==> config.mk <==
export PLATFORM = sky130hd
export DESIGN_NAME = multi_timer_controller
export DESIGN_NICKNAME = d
export VERILOG_FILES = /design/src/rtl/timer_pkg.sv /design/src/rtl/timer_channel.sv /design/src/rtl/multi_timer_controller.sv
export SDC_FILE = /design/constraint.sdc
export NUM_CORES = 1
export LEC_CHECK = 0
export ABC_AREA = 1
export CAP_MARGIN = 5
export CORE_MARGIN = 2
export CORE_UTILIZATION = 39
export DETAILED_ROUTE_END_ITERATION = 8
export GPL_TIMING_DRIVEN = 0
export SLEW_MARGIN = 20
export SYNTH_ARGS = -nofsm -noshare
export SYNTH_HDL_FRONTEND = slang
export SYNTH_SLANG_ARGS = --single-unit
==> constraint.sdc <==
create_clock -name Clk -period 3.95 [get_ports Clk]
set_clock_uncertainty 0.2 [all_clocks]
set_input_delay 0.79 -clock Clk [delete_from_list [all_inputs] [get_ports Clk]]
set_output_delay 0.79 -clock Clk [all_outputs]
set_load 0.01 [all_outputs]
==> src/rtl/timer_pkg.sv <==
// Shared encodings for the multi-channel timer: channel FSM states and reload modes.
package timer_pkg;

  localparam logic [1:0] IDLE    = 2'd0;
  localparam logic [1:0] RUN     = 2'd1;
  localparam logic [1:0] EXPIRED = 2'd2;

  localparam logic ONE_SHOT    = 1'b0;
  localparam logic AUTO_RELOAD = 1'b1;

endpackage

==> src/rtl/timer_channel.sv <==
// One timer channel: IDLE/RUN/EXPIRED FSM, down-counter, timeout pulse and sticky status bit.
module timer_channel
  import timer_pkg::*;
#(
  parameter int CNT_W = 16
) (
  input  logic             clk,
  input  logic             rst,
  input  logic             tick,
  input  logic             cfg_en,
  input  logic             reload_mode,
  input  logic [CNT_W-1:0] load_value,
  input  logic             status_clear,
  output logic             timer_enable,
  output logic             timeout,
  output logic             status
);

  logic [1:0]       state_q, state_d;
  logic [CNT_W-1:0] cnt_q, cnt_d;
  logic             timeout_q, timeout_d;
  logic             status_q, status_d;
  logic             load_nonzero;

  assign load_nonzero = (load_value != '0);

  always_comb begin
    state_d   = state_q;
    cnt_d     = cnt_q;
    timeout_d = 1'b0;
    status_d  = status_q;
    if (status_clear) begin
      status_d = 1'b0;
    end
    case (state_q)
      IDLE: begin
        if (cfg_en && load_nonzero) begin
          state_d = RUN;
          cnt_d   = load_value;
        end
      end
      RUN: begin
        // Dropping the enable beats a coincident terminal tick.
        if (!cfg_en) begin
          state_d = IDLE;
          cnt_d   = '0;
        end else if (tick) begin
          if (cnt_q == CNT_W'(1)) begin
            timeout_d = 1'b1;
            status_d  = 1'b1;
            if (reload_mode == AUTO_RELOAD && load_nonzero) begin
              cnt_d = load_value;
            end else if (reload_mode == ONE_SHOT) begin
              state_d = EXPIRED;
              cnt_d   = '0;
            end else begin
              state_d = IDLE;
              cnt_d   = '0;
            end
          end else begin
            cnt_d = cnt_q - 1'b1;
          end
        end
      end
      EXPIRED: begin
        if (!cfg_en) begin
          state_d = IDLE;
        end
      end
      default: begin
        state_d = IDLE;
        cnt_d   = '0;
      end
    endcase
  end

  always_ff @(posedge clk) begin
    if (rst) begin
      state_q   <= IDLE;
      cnt_q     <= '0;
      timeout_q <= 1'b0;
      status_q  <= 1'b0;
    end else begin
      state_q   <= state_d;
      cnt_q     <= cnt_d;
      timeout_q <= timeout_d;
      status_q  <= status_d;
    end
  end

  assign timer_enable = (state_q == RUN);
  assign timeout      = timeout_q;
  assign status       = status_q;

endmodule

==> src/rtl/multi_timer_controller.sv <==
// NUM_CH independent timers sharing one tick source. Define TIMER_PRESCALE_EN to add the
// Prescale_Value port and a shared prescaler; otherwise every cycle is a tick.
module multi_timer_controller
  import timer_pkg::*;
#(
  parameter int NUM_CH     = 4,
  parameter int CNT_W      = 16,
  parameter int PRESCALE_W = 8
) (
  input  logic                    Clk,
  input  logic                    Rst,
  input  logic [NUM_CH-1:0]       Config_Enable,
  input  logic [NUM_CH-1:0]       Reload_Mode,
  input  logic [NUM_CH*CNT_W-1:0] Load_Value,
  input  logic [NUM_CH-1:0]       Status_Clear,
`ifdef TIMER_PRESCALE_EN
  input  logic [PRESCALE_W-1:0]   Prescale_Value,
`endif
  output logic [NUM_CH-1:0]       Timer_Enable,
  output logic [NUM_CH-1:0]       Timer_TimeOut,
  output logic [NUM_CH-1:0]       Timeout_Status,
  output logic                    Any_TimeOut
);

  if (NUM_CH < 1 || NUM_CH > 16 || CNT_W < 2 || CNT_W > 32 || PRESCALE_W < 1) begin : g_bad_params
    $error("multi_timer_controller: parameter out of range");
  end

  logic tick;

`ifdef TIMER_PRESCALE_EN
  logic [PRESCALE_W-1:0] presc_q, presc_d;

  // Tick on the cycle the counter reaches Prescale_Value, giving a period of Prescale_Value+1.
  always_comb begin
    tick    = (presc_q == Prescale_Value);
    presc_d = tick ? '0 : presc_q + 1'b1;
  end

  always_ff @(posedge Clk) begin
    if (Rst) begin
      presc_q <= '0;
    end else begin
      presc_q <= presc_d;
    end
  end
`else
  assign tick = 1'b1;
`endif

  for (genvar gi = 0; gi < NUM_CH; gi++) begin : g_ch
    timer_channel #(
      .CNT_W (CNT_W)
    ) u_channel (
      .clk          (Clk),
      .rst          (Rst),
      .tick         (tick),
      .cfg_en       (Config_Enable[gi]),
      .reload_mode  (Reload_Mode[gi]),
      .load_value   (Load_Value[gi*CNT_W +: CNT_W]),
      .status_clear (Status_Clear[gi]),
      .timer_enable (Timer_Enable[gi]),
      .timeout      (Timer_TimeOut[gi]),
      .status       (Timeout_Status[gi])
    );
  end

  assign Any_TimeOut = |Timeout_Status;

endmodule

==> summary.txt, run 1 <==
status: completed
# DRC: 0
Synth Register Bits: 80
CTS tree: built
combinational power share: 55.7%
placed cells: 1529
clk sinks: 80
Max stage delay on crit path: 540 ps
final hold vios: 0
final net count: 1401
RSZ-0062 raised after global routing: false
Internal Power: 2.32 mW
Vias: 7633
mean post-synth cell area: 5.65 sq um
vias per cell: 4.95
core area: 17200 sq um
Final Setup Violations: 0
crit share post-route: 64.1%
Die Wd: 137 um
number of diodes: 0
Pleak: 3.87 nW
vias in the first global route: 6917
clk slew on worst S/H paths: 60 ps
synthesis warning total: 0
Slew Viols, Final: 0
H-tree depth: 3
CP Launch Type: register
post-layout util: 48.2%
Final min period: 2530 ps
Switching Fraction: 47.4%
CP Data Arrival Time: 1540 ps
Max Buffers Root-to-Sink: 2
M1 WL: 10100 um
Register-to-Register Path Depth: 11
clock latency on the worst-skew pair: 360 ps
slowest cell on the critical path: clkdlybuf4s50_1
DR top layer: met4
largest net degree at the start of global routing: 12
clk root buf: clkbuf_16
Hold Path Class: register to register
Final Non-Filler Cells: 1543
first-pass GRT wire length: 34300 um
pwr dens: 531 nW/um^2
share of layout cells above drive strength 1: 9.71%
CP bufs+invs: 3
total track usage: 23.2%
GPL Wtd Cong: 0.920
Post-Synthesis Cells: 1215
initial drt markers: 470
Max FO, Critical Path: 3
commonest non-fill, non-tap cell in the layout: nand2_1
initial antenna violation count: 0
pre-CTS WS: 1060 ps
I/O Buffers: 89
DRT Wirelength: 20900 um
Clock power frac: 18.5%
cts-stage hold buffer count: 0
count of different cell masters after synthesis: 37
Least-Margin Pin Slew: 742 ps
Setup CP Type: register to primary output
Die Area: 18700 sq um
synthesized cell area: 6860 sq um
clock buffer count from CTS: 9
syn_nets: 1301
Remaining Overflow, GRT: 0
Initial Util: 39.8%
Psw: 2.09 mW
largest delay contributor family on the critical path: buffers and inverters
Wirelength per Cell: 13.5 um
hpwl dp: 16000 um
sequential power share: 25.8%
FMAX: 395 MHz
worst vdd ir: 0.293 mV
Routed Antenna Nets: 0
Crit path depth: 4
Critical Path End Type: primary output
crit path cell chain: inv_1 > nor2_1 > buf_4 > clkdlybuf4s50_1
postcts setup bufs: 0
worst endpoint required time: 2960 ps
post-cts gate resize count: 0
worst setup margin: 1420 ps
metal2 WL: 9330 um
DRT Pass-1 Iters: 5
# rows: 48
Seq/Total Area, Yosys: 23.3%
commonest cells after routing, fill and taps aside: nand2_1 (436), nor2_1 (137), inv_1 (123)
Die Height: 137 um
Area Growth Syn to Fin: 21.1%
Routed met3 length: 1100 um
worst relative slew slack: 50.3%
Top Ports: 91
setup TNS: 0 ps
worst hold path depth: 2
max cap viols: 0
[logic make-up (layout without fill, tap and decap cells)]
kind of cell	Yosys count	after routing	synth area share [%]
AND/OR/NAND/NOR	772	772	49.3
flip-flops	80	80	23.3
adder cells (fa/ha/maj)	8	8	1.46
XOR/XNOR	12	12	1.53
buffers and inverters	176	279	11.3
AO/OA/AOI/OAI	167	167	13.0
[power groups by stage]
stage | Combinational (mW) | Sequential [mW] | Clock, mW
floorplan | 1.86 | 1.11 | 0
CTS | 2.46 | 1.14 | 0.840
global placement | 2.43 | 1.15 | 0
finish | 2.46 | 1.14 | 0.817
global route | 2.82 | 1.16 | 0.874
detailed placement | 2.44 | 1.15 | 0
[metrics by stage]
step	power (mW)	hold WS, ps	area, sq um
2_1_floorplan	2.97	244	6860
3_3_place_gp	3.58	255	8040
3_5_place_dp	3.60	259	8040
4_1_cts	4.43	268	8310
5_1_grt	4.85	296	8310
6_report	4.42	265	8310
[sequential cells by signal (all words and copies together), names as in the netlist]
signal / count
g_ch.u_channel.cnt_q: 64
g_ch.u_channel.state_q: 8
g_ch.u_channel.status: 4
g_ch.u_channel.timeout: 4
[worst register-to-register path, delay by kind of cell (launching register included)]
| family | cells | cell delay, ps |
|---|---|---|
| AO/OA/AOI/OAI | 1 | 50 |
| adder cells (fa/ha/maj) | 1 | 200 |
| buffers and inverters | 1 | 210 |
| flip-flops | 1 | 400 |
| AND/OR/NAND/NOR | 8 | 960 |
[cell usage after synthesis (all sizes together)]
cell type / n / area share, %
inv: 134 / 7.4
o21ai: 69 / 5.1
nand3b: 4 / 0.44
nand2: 454 / 26
clkinv: 1 / 0.055
o21bai: 2 / 0.22
o21a: 2 / 0.22
clkbuf: 13 / 0.71
xor2: 8 / 1.0
xnor2: 4 / 0.51
dfxtp: 80 / 23
o32ai: 2 / 0.26
buf: 28 / 3.1
a21oi: 89 / 6.9
ha: 8 / 1.5
nand3: 115 / 8.8
o22ai: 3 / 0.27
nor3: 3 / 0.22
or2: 14 / 1.3
nand4: 12 / 1.2
nor2: 170 / 12
[final timing paths]
| check | start | endpoint | slack (ps) |
|---|---|---|---|
| worst max-delay path | g_ch[3].u_channel.state_q[0] | Timer_Enable[3] | 1420 |
| worst min register to register | g_ch[0].u_channel.cnt_q[15] | g_ch[0].u_channel.cnt_q[15] | 260 |
| worst max register to register | g_ch[3].u_channel.cnt_q[0] | g_ch[3].u_channel.cnt_q[6] | 1800 |
| worst min-delay path | g_ch[0].u_channel.cnt_q[15] | g_ch[0].u_channel.cnt_q[15] | 260 |
[routing by layer]
metal	GRT usage, %	vias to the layer above
met5	0	-
met4	5.73	0
met3	4.15	27
met2	37.9	190
met1	31.5	3376
li1	-	4040
[layout make-up]
class | instances | area [sq um]
plain buffers | 41 | 264
clock buffers | 14 | 274
fillers | 1854 | 8930
inverters | 135 | 512
multi-input cells | 959 | 4490
flip-flops and latches | 80 | 1600
well taps | 225 | 282
repair buffers | 89 | 891
No activity file was read; power rests on OpenSTA's default activity.
==> inputs of run 2 (changes only) <==
clock period = 2.31 ns   (was 3.95 ns; I/O delays follow)
==> run 2 against run 1 <==
  * Worst hold slack got worse by 2.4 ps
  * Critical path depth did not move
  * Sequential power rose by 71%
  * Final cell count rose by 0.13%
  * Non-clock buffer count rose by 2
  * Clock power rose by 71%
  * Sequential share of layout area fell by 0.061 points
  * Register-to-register slack got worse by 1600 ps
  * Combinational power rose by 72%
  * Largest power group unchanged
==> summary.txt, run 2 (synthesized netlist as in run 1, its figures left out) <==
status: completed
commonest non-fill, non-tap cell in the layout: nand2_1
Top Ports: 91 (unchanged)
Least-Margin Pin Slew: 735 ps (-7.77 ps)
CP Data Arrival Time: 1560 ps (+20 ps)
worst reg2reg setup slack: 190 ps (-1610 ps)
final instance area: 8340 sq um (+0.32%)
Final Non-Filler Cells: 1545 (+0.13%)
Hold WS: 262 ps (-2.37 ps)
Setup CP Type: register to primary output
Wirelength per Cell: 13.5 um (-0.12%)
number of diodes: 0 (unchanged)
Remaining Overflow, GRT: 0 (unchanged)
Slew Viols, Final: 0 (unchanged)
Vias: 7643 (+0.13%)
max reg flops: 64 (unchanged)
pre-CTS WS: -249 ps (-1310 ps)
H-tree depth: 3 (unchanged)
worst endpoint required time: 1650 ps (-1310 ps)
worst relative slew slack: 50.9% (+0.52 points)
Critical Path End Type: primary output
Routed Antenna Nets: 0 (unchanged)
crit path cell chain: inv_1 > nor2_4 > buf_4 > clkdlybuf4s50_1
slowest cell on the critical path: clkdlybuf4s50_1
worst setup margin: 92.3 ps (-1320 ps)
initial antenna violation count: 0 (unchanged)
biggest regs: g_ch.u_channel.cnt_q: 64 flops, g_ch.u_channel.state_q: 8 flops
clock buffer count from CTS: 9 (unchanged)
Max Buffers Root-to-Sink: 2 (unchanged)
final net count: 1403 (+0.14%)
# fillers: 1854 (unchanged)
Die Area: 18700 sq um (unchanged)
CTS tree: built
first-pass GRT wire length: 34300 um (unchanged)
initial drt markers: 502 (+6.8%)
final hold vios: 0 (unchanged)
max cap viols: 0 (unchanged)
CP bufs+invs: 3 (unchanged)
# rows: 48 (unchanged)
commonest cells after routing, fill and taps aside: nand2_1 (435), nor2_1 (137), inv_1 (123)
total track usage: 23.2% (unchanged)
vias per cell: 4.95 (about the same)
hpwl dp: 16000 um (unchanged)
GPL Wtd Cong: 0.920 (unchanged)
Final min period: 2220 ps
Area after DPL: 8040 sq um (unchanged)
Psw: 3.58 mW (+71%)
Die Wd: 137 um (unchanged)
# DRC: 0 (unchanged)
placed cells: 1529 (unchanged)
largest net degree at the start of global routing: 12 (unchanged)
Final Setup Violations: 0 (unchanged)
clk sinks: 80 (unchanged)
Hold Path Class: register to register
I/O Buffers: 89 (unchanged)
CP Launch Type: register
share of layout cells above drive strength 1: 10.0% (+0.29 points)
Clock power frac: 18.5% (about the same)
core area: 17200 sq um (unchanged)
DRT Pass-1 Iters: 6 (+1)
worst vdd ir: 0.503 mV (+72%)
Max stage delay on crit path: 520 ps (-20 ps)
Internal Power: 3.99 mW (+72%)
Area Growth Syn to Fin: 21.5%
clk root buf: clkbuf_16
crit share post-route: 96.0%
Largest Register: g_ch.u_channel.cnt_q
vias in the first global route: 6917 (unchanged)
DRT Wirelength: 20900 um (about the same)
clk slew on worst S/H paths: 60 ps (about the same)
pwr dens: 908 nW/um^2 (+71%)
Initial Util: 39.8% (unchanged)
Pleak: 3.88 nW (+0.37%)
Die Height: 137 um (unchanged)
sequential power share: 25.7% (about the same)
Switching Fraction: 47.3% (-0.11 points)
clock latency on the worst-skew pair: 360 ps (about the same)
Max FO, Critical Path: 4 (+1)
largest delay contributor family on the critical path: buffers and inverters
combinational power share: 55.8% (about the same)
FMAX: 451 MHz
-- run 2: power groups by stage --
| stage | Clock [mW] | Sequential (mW) | Combinational [mW] |
|---|---|---|---|
| 2_1_floorplan | 0 | 1.89 | 3.19 |
| 3_3_place_gp | 0 | 1.97 | 4.15 |
| 3_5_place_dp | 0 | 1.97 | 4.18 |
| 4_1_cts | 1.44 | 1.95 | 4.20 |
| 5_1_grt | 1.49 | 1.99 | 4.84 |
| 6_report | 1.40 | 1.95 | 4.22 |
-- run 2: layer usage --
metal	track usage, %	vias up	routed length, um
met5	0	-	0
li1	-	4041	-
met1	31.5	3390	10100
met4	5.73	0	291
met2	37.9	189	9360
met3	4.15	23	1100
-- run 2: final cells by class --
| type | count | area [sq um] | share of cell area (%) |
|---|---|---|---|
| buffer | 41 | 270 | 3.24 |
| clock buffer | 14 | 274 | 3.29 |
| inverter | 135 | 514 | 6.17 |
| multi-input combinational | 959 | 4490 | 53.8 |
| sequential | 80 | 1600 | 19.2 |
| tap | 225 | 282 | 3.38 |
| timing repair buffer | 91 | 906 | 10.9 |
-- run 2: worst paths after layout --
check                               start                          end  cells past startpoint
max          g_ch[2].u_channel.state_q[0]              Timer_Enable[2]                      4
min           g_ch[0].u_channel.cnt_q[15]  g_ch[0].u_channel.cnt_q[15]                      2
max reg2reg    g_ch[3].u_channel.cnt_q[0]   g_ch[3].u_channel.cnt_q[3]                     11
min reg2reg   g_ch[0].u_channel.cnt_q[15]  g_ch[0].u_channel.cnt_q[15]                      2
-- run 2: worst reg2reg max path, delay by kind of cell (launching register included) --
kind            cells  cell delay [ps]
flops               1              390
fa+ha+maj           1              200
compound gates      1               60
simple gates        8              910
buf+inv             1              210
-- run 2: per-stage QoR --
step	TNS, ps	utilization, %	total power, mW
floorplan	0	-	5.08
global placement	-11210	46.6	6.12
detailed placement	-10530	46.6	6.15
CTS	0	48.2	7.58
global route	-0.0452	48.4	8.32
finish	0	48.4	7.57
-- run 2: timing repair --
action / in CTS / in global routing
hold buffers: 0 / 0
endpoints found under the hold margin: 0 / 0
buffers inserted: 0 / 2
gates resized for setup: 0 / 6
setup endpoints to repair: 0 / 32
==> inputs of run 3 (changes only) <==
SKIP_CTS_REPAIR_TIMING = 1   (was unset)
==> results of run 3 <==
Final layout, timing and power as in run 2 (identical DEF).
